<file path="src/rtl/makehint_ctrl.sv">
// makehint_ctrl: sequencer for the hint-generation datapath of the signing loop.
// Streams K polynomials (four coefficients per beat) from two coefficient RAM
// banks into the hint unit, waits for its reject decision, then drains the
// packed hint words into the signature buffer starting at a programmable address.
//
// Optional build macro MAKEHINT_CTRL_SIGBP_EN adds a sig_ready input that lets
// the signature RAM stall the unload phase.
//
// Handshake rule for the hint word path: a word moves on a cycle where both
// hint_valid_i and hint_ready_o are high; that same cycle writes it to the
// signature RAM. hint_valid_i may rise or fall freely; hint_ready_o is only
// high in UNLOAD, while no reject is pending and the signature RAM can accept.
module makehint_ctrl #(
    parameter int OUTPUT_W = 4,
    parameter int COEFF_W  = 24,
    parameter int W        = 64,
    parameter int RADDR_W  = 9,
    parameter int SADDR_W  = 8,
    parameter int DRAIN    = 3
) (
    input  logic                        clk,
    input  logic                        rst,
    input  logic                        start,
    input  logic [2:0]                  sec_lvl,
    input  logic [SADDR_W-1:0]          sig_base,
    output logic                        rd_en,
    output logic [RADDR_W-1:0]          rd_addr,
    input  logic [OUTPUT_W*COEFF_W-1:0] rd_data0,
    input  logic [OUTPUT_W*COEFF_W-1:0] rd_data1,
    output logic [OUTPUT_W*COEFF_W-1:0] poly0_o,
    output logic [OUTPUT_W*COEFF_W-1:0] poly1_o,
    output logic                        poly_valid_o,
    input  logic [W-1:0]                hint_i,
    input  logic                        hint_valid_i,
    output logic                        hint_ready_o,
    input  logic                        reject_i,
    output logic                        hu_rst,
`ifdef MAKEHINT_CTRL_SIGBP_EN
    input  logic                        sig_ready,
`endif
    output logic                        sig_we,
    output logic [SADDR_W-1:0]          sig_addr,
    output logic [W-1:0]                sig_wdata,
    output logic                        busy,
    output logic                        done,
    output logic                        reject,
    output logic [2:0]                  dbg_state
);

    localparam logic [2:0] S_IDLE   = 3'd0;
    localparam logic [2:0] S_CLR    = 3'd1;
    localparam logic [2:0] S_FETCH  = 3'd2;
    localparam logic [2:0] S_DRAIN  = 3'd3;
    localparam logic [2:0] S_UNLOAD = 3'd4;
    localparam logic [2:0] S_FIN    = 3'd5;

    localparam int DCNT_W = (DRAIN > 1) ? $clog2(DRAIN) : 1;
    localparam int WCNT_W = 4;

    logic [2:0]         state_q;
    logic [2:0]         lvl_q;
    logic [SADDR_W-1:0] base_q;
    logic [RADDR_W-1:0] beat_q;
    logic [WCNT_W-1:0]  word_q;
    logic [DCNT_W-1:0]  drain_q;
    logic               rej_q;
    logic               pvalid_q;

    logic               sig_rdy;
    logic               hs;
    logic [RADDR_W-1:0] last_beat;
    logic [WCNT_W-1:0]  last_word;
    int                 k_polys;

`ifdef MAKEHINT_CTRL_SIGBP_EN
    assign sig_rdy = sig_ready;
`else
    assign sig_rdy = 1'b1;
`endif

    // Per-level geometry from the latched security level; unknown levels run as level 5.
    always_comb begin
        k_polys   = 8;
        last_word = WCNT_W'(10);
        case (lvl_q)
            3'd2: begin k_polys = 4; last_word = WCNT_W'(10); end
            3'd3: begin k_polys = 6; last_word = WCNT_W'(7);  end
            default: begin k_polys = 8; last_word = WCNT_W'(10); end
        endcase
        last_beat = RADDR_W'(k_polys * 64 - 1);
    end

    // Handshake and datapath outputs, all derived from the current state.
    always_comb begin
        hint_ready_o = (state_q == S_UNLOAD) && !reject_i && sig_rdy;
        hs           = hint_ready_o && hint_valid_i;
        rd_en        = (state_q == S_FETCH);
        rd_addr      = rd_en ? beat_q : '0;
        hu_rst       = (state_q == S_CLR);
        sig_we       = hs;
        sig_addr     = hs ? (base_q + SADDR_W'(word_q)) : '0;
        sig_wdata    = hs ? hint_i : '0;
        poly_valid_o = pvalid_q;
        poly0_o      = pvalid_q ? rd_data0 : '0;
        poly1_o      = pvalid_q ? rd_data1 : '0;
        busy         = (state_q == S_CLR) || (state_q == S_FETCH) ||
                       (state_q == S_DRAIN) || (state_q == S_UNLOAD);
        done         = (state_q == S_FIN) && !rej_q;
        reject       = (state_q == S_FIN) && rej_q;
        dbg_state    = state_q;
    end

    // Beat-valid tracks the one-cycle RAM read latency.
    always_ff @(posedge clk or posedge rst) begin
        if (rst) pvalid_q <= 1'b0;
        else     pvalid_q <= rd_en;
    end

    // Sequencer: state, latched job parameters and phase counters.
    always_ff @(posedge clk or posedge rst) begin
        if (rst) begin
            state_q <= S_IDLE;
            lvl_q   <= '0;
            base_q  <= '0;
            beat_q  <= '0;
            word_q  <= '0;
            drain_q <= '0;
            rej_q   <= 1'b0;
        end else begin
            case (state_q)
                S_IDLE: begin
                    if (start) begin
                        state_q <= S_CLR;
                        lvl_q   <= sec_lvl;
                        base_q  <= sig_base;
                        rej_q   <= 1'b0;
                    end
                end
                S_CLR: begin
                    state_q <= S_FETCH;
                    beat_q  <= '0;
                end
                S_FETCH: begin
                    // A reject abandons the stream at once; the in-flight beat is harmless.
                    if (reject_i) begin
                        state_q <= S_FIN;
                        rej_q   <= 1'b1;
                    end else if (beat_q == last_beat) begin
                        state_q <= S_DRAIN;
                        drain_q <= '0;
                    end else begin
                        beat_q <= beat_q + 1'b1;
                    end
                end
                S_DRAIN: begin
                    // Give the hint unit time to finish before trusting its reject flag.
                    if (drain_q == DCNT_W'(DRAIN - 1)) begin
                        word_q <= '0;
                        if (reject_i) begin
                            state_q <= S_FIN;
                            rej_q   <= 1'b1;
                        end else begin
                            state_q <= S_UNLOAD;
                        end
                    end else begin
                        drain_q <= drain_q + 1'b1;
                    end
                end
                S_UNLOAD: begin
                    if (reject_i) begin
                        state_q <= S_FIN;
                        rej_q   <= 1'b1;
                    end else if (hs) begin
                        word_q <= word_q + 1'b1;
                        if (word_q == last_word) state_q <= S_FIN;
                    end
                end
                S_FIN: begin
                    state_q <= S_IDLE;
                end
                default: begin
                    state_q <= S_IDLE;
                end
            endcase
        end
    end

endmodule

</file>
<file path="config.mk">
export PLATFORM = sky130hd
export DESIGN_NAME = makehint_ctrl
export DESIGN_NICKNAME = d
export VERILOG_FILES = /design/src/rtl/makehint_ctrl.sv
export SDC_FILE = /design/constraint.sdc
export NUM_CORES = 1
export LEC_CHECK = 0
export CAP_MARGIN = 15
export CELL_PAD_IN_SITES_DETAIL_PLACEMENT = 2
export CELL_PAD_IN_SITES_GLOBAL_PLACEMENT = 2
export CORE_AREA = 2 2 216 218
export DETAILED_ROUTE_END_ITERATION = 7
export DIE_AREA = 0 0 218 220
export PLACE_DENSITY = 0.77
export SLEW_MARGIN = 0
export SYNTH_ARGS = -nofsm -noshare
export SYNTH_HDL_FRONTEND = slang
export SYNTH_SLANG_ARGS = --single-unit
</file>
<file path="constraint.sdc">
create_clock -name clk -period 2.8 [get_ports clk]
set_clock_uncertainty 0.2 [all_clocks]
set_input_delay 0.56 -clock clk [delete_from_list [all_inputs] [get_ports clk]]
set_output_delay 0.56 -clock clk [all_outputs]
set_load 0.005 [all_outputs]
</file>
==> results.md <==
- Status: complete, but fails checks
- Failing checks: negative setup slack
- Largest fanout on the critical path: 2
- Syn nets: 758
- Cell variety after synth: 51
- Post-layout min period: 2.88 ns
- Busiest grt layer: met2
- M3 GR Usage: 0.0465
- H-tree depth: 2
- Gpl congestion: just under 0.8
- Layout area overhead: 192%
- Area share of fa/ha/maj cells after synthesis: 0.0301
- Max Clock Freq: 347 MHz
- XOR/XNOR Fraction of Synth Area: 0.0123
- Final period util: 1.03
- PnR worst setup slack: -0.0815 ns
- Worst min path class: reg -> reg
- Simple-gate area share of the yosys netlist: 0.570
- Met2 usage: 0.223
- YS warnings: 0
- Util after Layout: 0.228
- I/O Pins: 556
- Share of layout cells above drive strength 1: 0.0805
- Multi-input gate area: 2710 um^2
- Critical path cell sequence: ha_2, fa_2, a21o_1, a21oi_2, buf_4, xor2_1, nor2_1, clkbuf_2
- Layout Nets: 1322
- Final hold violations: 0
- Max-slew headroom: 0.683
- Setup TNS: -0.148 ns
- Via density: 3.46
- Power Density: 534 nW/um^2
- First-pass GRT wire length: 42200 um
- Mapped Area: 3570 um^2
- Cells after Synth: 478
- GR Layer Usage met1: 0.128
- Hold slack final: 0.300 ns
- Leakage: about 4.6 nW
- Worst VDD drop: between 0.0003 and 0.0004 V
- Die area: 48000 um^2
- Sequential area share after synthesis: 0.217
- Routed WL per cell: 19.1 um
- Worst-Margin Slew: ~0.48 ns
- Fin cells: 1653
- Drt drc: 0
- Sequential cell area: approximately 780 um^2
- 1st-iter DRT viols: 155
- Avg Cell Area, Syn: 7.48 um^2
- Finish-stage setup viols: 2
- Area contributors post-synth: and2_1, dfrtp_1, and3_1
- Skew-Pair Late Insertion Delay: 0.28 ns
- DP HPWL: between 20000 and 30000 um
- Clock Root Buffer: clkbuf_16
- Number of global-route vias before repair: between 6k and 7k
- Initial antenna violation count: 4
- Largest family of logic cells by synthesized area: simple AND/OR/NAND/NOR gates
- Asr flop ratio synth: 1.00
- # fillers: 5273
- DP Cell Count: between 1.5k and 2k
- Row Count: 79
- Initial DRT Pass Iterations: 4
- Mux contribution to synthesized area: 0.0445
- Slowest stage delay, CP: 0.40 ns
- Crit start category: flip-flop
- Vias: 5722
- Width of the die: roughly 220 um
- Input/output buffers: 555
- Clk sinks: 31
- Post-Route WL: 31600 um
- Detail Route Antenna Nets: 0
- Ys flop type: dfrtp_1
- Seq cells post-synth: 31
- Post-synth top area share: 0.355
- Post-synth EDFFs: 0
- Final Max Slew Viols: 0
- CTS buffer count: 5
- RSZ-0062 raised after global routing: true
- Critical path type: reg -> out
- CTS tree: yes
- CORE AREA: 45900 um^2
- Synth area leader: and2_1
- Die Height: 220 um
- Delay-heaviest family, CP: adder cells
- Initial core utilization: 0.0779
- Largest net degree at the start of global routing: between 150 and 200
- Worst setup EP type: output port
- CP Data Arrival Time: ~2.1 ns
- CTS max path bufs: 2
- Area fraction in compound gates after synthesis: 0.0753
- Clock slew at reported path FFs: 0.05 ns
- GRT Total Usage: 0.119
- Slowest cell on crit path: dfrtp_1
- Congestion Overflow GR: 0
- Max-Cap Viols: 0
- CP required: 2.04 ns
- CP Buf/Inv Count: 2
==> path summary, 6_finish.rpt <==
kind                               from           end  slack (ns)  cells after the start
max                           word_q[0]   sig_addr[4]       -0.08                      8
min                          drain_q[0]    drain_q[0]        0.30                      1
max reg2reg                dbg_state[0]     beat_q[5]        0.55                      8
min reg2reg                  drain_q[0]    drain_q[0]        0.30                      1
max in group asynchronous           rst  poly_valid_o        1.55                      3
min in group asynchronous           rst     base_q[4]        0.47                      3
==> Yosys cell counts (3+ instances only) <==
cell type	number
a21oi_1	11
inv_1	4
nand4_1	3
nand2_1	16
a211oi_1	3
nand2b_1	3
and3_1	67
nand3_1	8
clkbuf_1	35
nor3_1	3
ha_1	7
buf_2	5
dfrtp_1	31
and2_1	203
o31ai_1	3
o21ai_0	5
nor2_1	15
xor2_1	3
nor2b_1	3
mux2_1	9
==> power by group <==
part	switching (mW)	internal (mW)	total (mW)
sequential	0.149	0.604	0.753
clock	0.210	0.379	0.588
combinational	1.72	2.52	4.24
total	2.08	3.50	5.58
==> timing repair <==
item | 4_1_cts | 5_1_grt
gates resized for setup | 99 | 38
endpoints found under the setup margin | 78 | 56
setup buffers | 8 | 4
pin swaps | 4 | 12
cloned | 4 | 0
hold buffers | 0 | 0
==> layout by cell type, fill, tap and decap left out, drive strengths merged, types with 5 or more instances in the layout <==
cell type      synthesis  routed
clkdlybuf4s15          0      12
dlymetal6s2s           0      11
a21oi                 11      11
clkbuf                35      12
dlygate4sd2            0      52
nand2                 16      16
mux2                  12      12
clkdlybuf4s50          0     471
ha                     7       7
dfrtp                 31      31
o21ai                  7       7
buf                    6      46
nand3                  8       8
and3                  67      67
inv                    5       5
nor2                  15      15
and2                 203     203
==> per-stage QoR <==
stage                     setup slack (ns)  power [mW]  cell area (um^2)
final                              -0.0815        5.58             10400
after global routing                -0.174        6.03             10400
after CTS                           -0.144        5.62             10300
after detailed placement            -0.493        4.88              9980
after global placement              -0.389        4.78              9980
after floorplan                      0.368        2.15              3570
==> metal layers <==
| metal | vias up | routed length (um) |
|---|---|---|
| li1 | 2716 | - |
| met1 | 2724 | 11600 |
| met2 | 268 | 16800 |
| met3 | 12 | 3080 |
| met4 | 2 | 129 |
| met5 | - | 13 |
==> kinds of logic after synthesis <==
kind of cell / Yosys count
muxes: 14
adders and majority gates: 8
buffers and inverters: 46
DFF: 31
and+or+nand+nor: 333
AOI/OAI and AO/OA: 41
xor gates and xnor gates: 5
==> registers in the layout, indices dropped and copies added, names as in the netlist <==
signal        flops
base_q            8
beat_q            9
rej_q             1
dbg_state         3
lvl_q             3
poly_valid_o      1
drain_q           2
word_q            4
==> final cells by class <==
cell class / instances / share of cell area
Inverter: 5 / 0.00180
Timing Repair Buffer: 598 / 0.576
Tap cell: 607 / 0.0727
Sequential cell: 31 / 0.0749
Clock buffer: 8 / 0.0150
Antenna cell: 3 / 0.000719
Multi-Input combinational cell: 401 / 0.259
(Power assumes the default switching activity.)
==> variant: new RTL, same settings <==
The option `MAKEHINT_CTRL_SIGBP_EN` is turned on by a define.
--- a/src/rtl/makehint_ctrl.sv
+++ b/src/rtl/makehint_ctrl.sv
@@ -12,2 +12,4 @@
 // high in UNLOAD, while no reject is pending and the signature RAM can accept.
+`define MAKEHINT_CTRL_SIGBP_EN
+
 module makehint_ctrl #(
Ports: changed (added sig_ready); port bits go from 556 to 557. The function was not compared with the original's and may differ.
==> variant against the original RTL <==
- routed wire length up 9.1%
- the run still ends with setup timing left
- sequential share of layout area up 0.052 points
- power down 4.8%
- cell area down 0.53%
- critical path depth unchanged
- sequential cell count unchanged
- area after synthesis up 1.9%
- worst setup slack better by 0.067 ns
- die area unchanged
- synthesized cell count down 0.21%
==> variant: results (changes against the original RTL) <==
** Status
- Run status: finished, violations left (unchanged).
- Violated checks :: setup timing (unchanged)

** Synthesis
- Register area share after synthesis :: 0.2131 (was 0.2171)
- Top cell types by occurrence after synthesis :: 268 x and2_1, 31 x dfrtp_1, 28 x clkbuf_1 (was 203 x and2_1, 67 x and3_1, 35 x clkbuf_1)
- Leading post-synthesis cells by cell area: and2_1 46%, dfrtp_1 21%, mux2_2 3.4% (was and2_1 36%, dfrtp_1 22%, and3_1 12%).
- Share of synthesized area spent on multiplexers :: 0.04296 (was 0.04447)
- The count of unique library cells instantiated by Yosys was 49 (was 51).
- Synthesized-area fraction occupied by adder cells :: 0.02955 (was 0.03011)

** Setup path
- Minimum setup slack among reg-to-reg paths :: 0.51 ns (was 0.55 ns)
- Startpoint of the most critical register-to-register path :: beat_q[0] (was dbg_state[0])
- The endpoint of the lowest-slack register-to-register path was dbg_state[1] (was beat_q[5]).
- Logic depth of the worst register-to-register path :: 5 (was 8)

** Cells and area
- The number of fill cells in the layout was 5280 (was 5273).
- Final cell count without fillers :: 1680 (was 1653)

** Detailed routing
- Vias per inst :: 3.440 (was 3.462)
- The detailed-routed wire length on met2 is 19690 um (was 16760 um).
- The highest metal layer used by the detailed router was met4 (was met5).
- Met1 layer wirelength in the final routing :: 10870 um (was 11620 um)

** Global routing
- Via count of the first global-routing pass :: 6419 (was 6114)
- GRT met1 Usage :: 0.1212 (was 0.1279)
- The maximum number of pins on one net before global-route repair is 75 (was 153).
- Met3 track utilization from global routing :: 0.04748 (was 0.04651)
- The met2 track utilization from global routing was 0.2744 (was 0.2226).
- The number of antenna violations at the first check in global routing is 20 (was 4).

** Place
- The post-DP HPWL was 30100 um (was 27440 um).

** Timing
- The count of final setup violators is 1 (was 2).
- The smallest hold slack is 0.3292 ns (was 0.2997 ns).
- Worst setup slack after layout :: -0.01448 ns (was -0.08146 ns)
-- variant: worst max path at each step --
stage	startpoint	to	slack (ns)	cells past startpoint
2_1_floorplan	word_q[0]	sig_addr[6]	0.40	6
3_3_place_gp	reject_i	sig_wdata[25]	-0.32	7
3_5_place_dp	reject_i	sig_wdata[11]	-0.41	7
4_1_cts	base_q[0]	sig_addr[6]	-0.15	8
5_1_grt	base_q[0]	sig_addr[6]	-0.11	8
6_report	base_q[0]	sig_addr[6]	-0.01	8
-- variant: power breakdown --
| part | internal, mW | switching, mW |
|---|---|---|
| registers | 0.611 | 0.206 |
| logic | 2.37 | 1.57 |
| clock network | 0.353 | 0.204 |
-- variant: layout make-up --
class                           count  area (um2)  share of cell area
Sequential cell                    31       783.3             0.07541
Multi-Input combinational cell    403        2765              0.2662
Clock buffer                        7       142.6             0.01373
Antenna cell                       17       42.54            0.004096
Clock inverter                      1       5.005           0.0004819
Timing Repair Buffer              607        5857              0.5639
Inverter                            7       31.28            0.003012
Tap cell                          607       759.5             0.07312
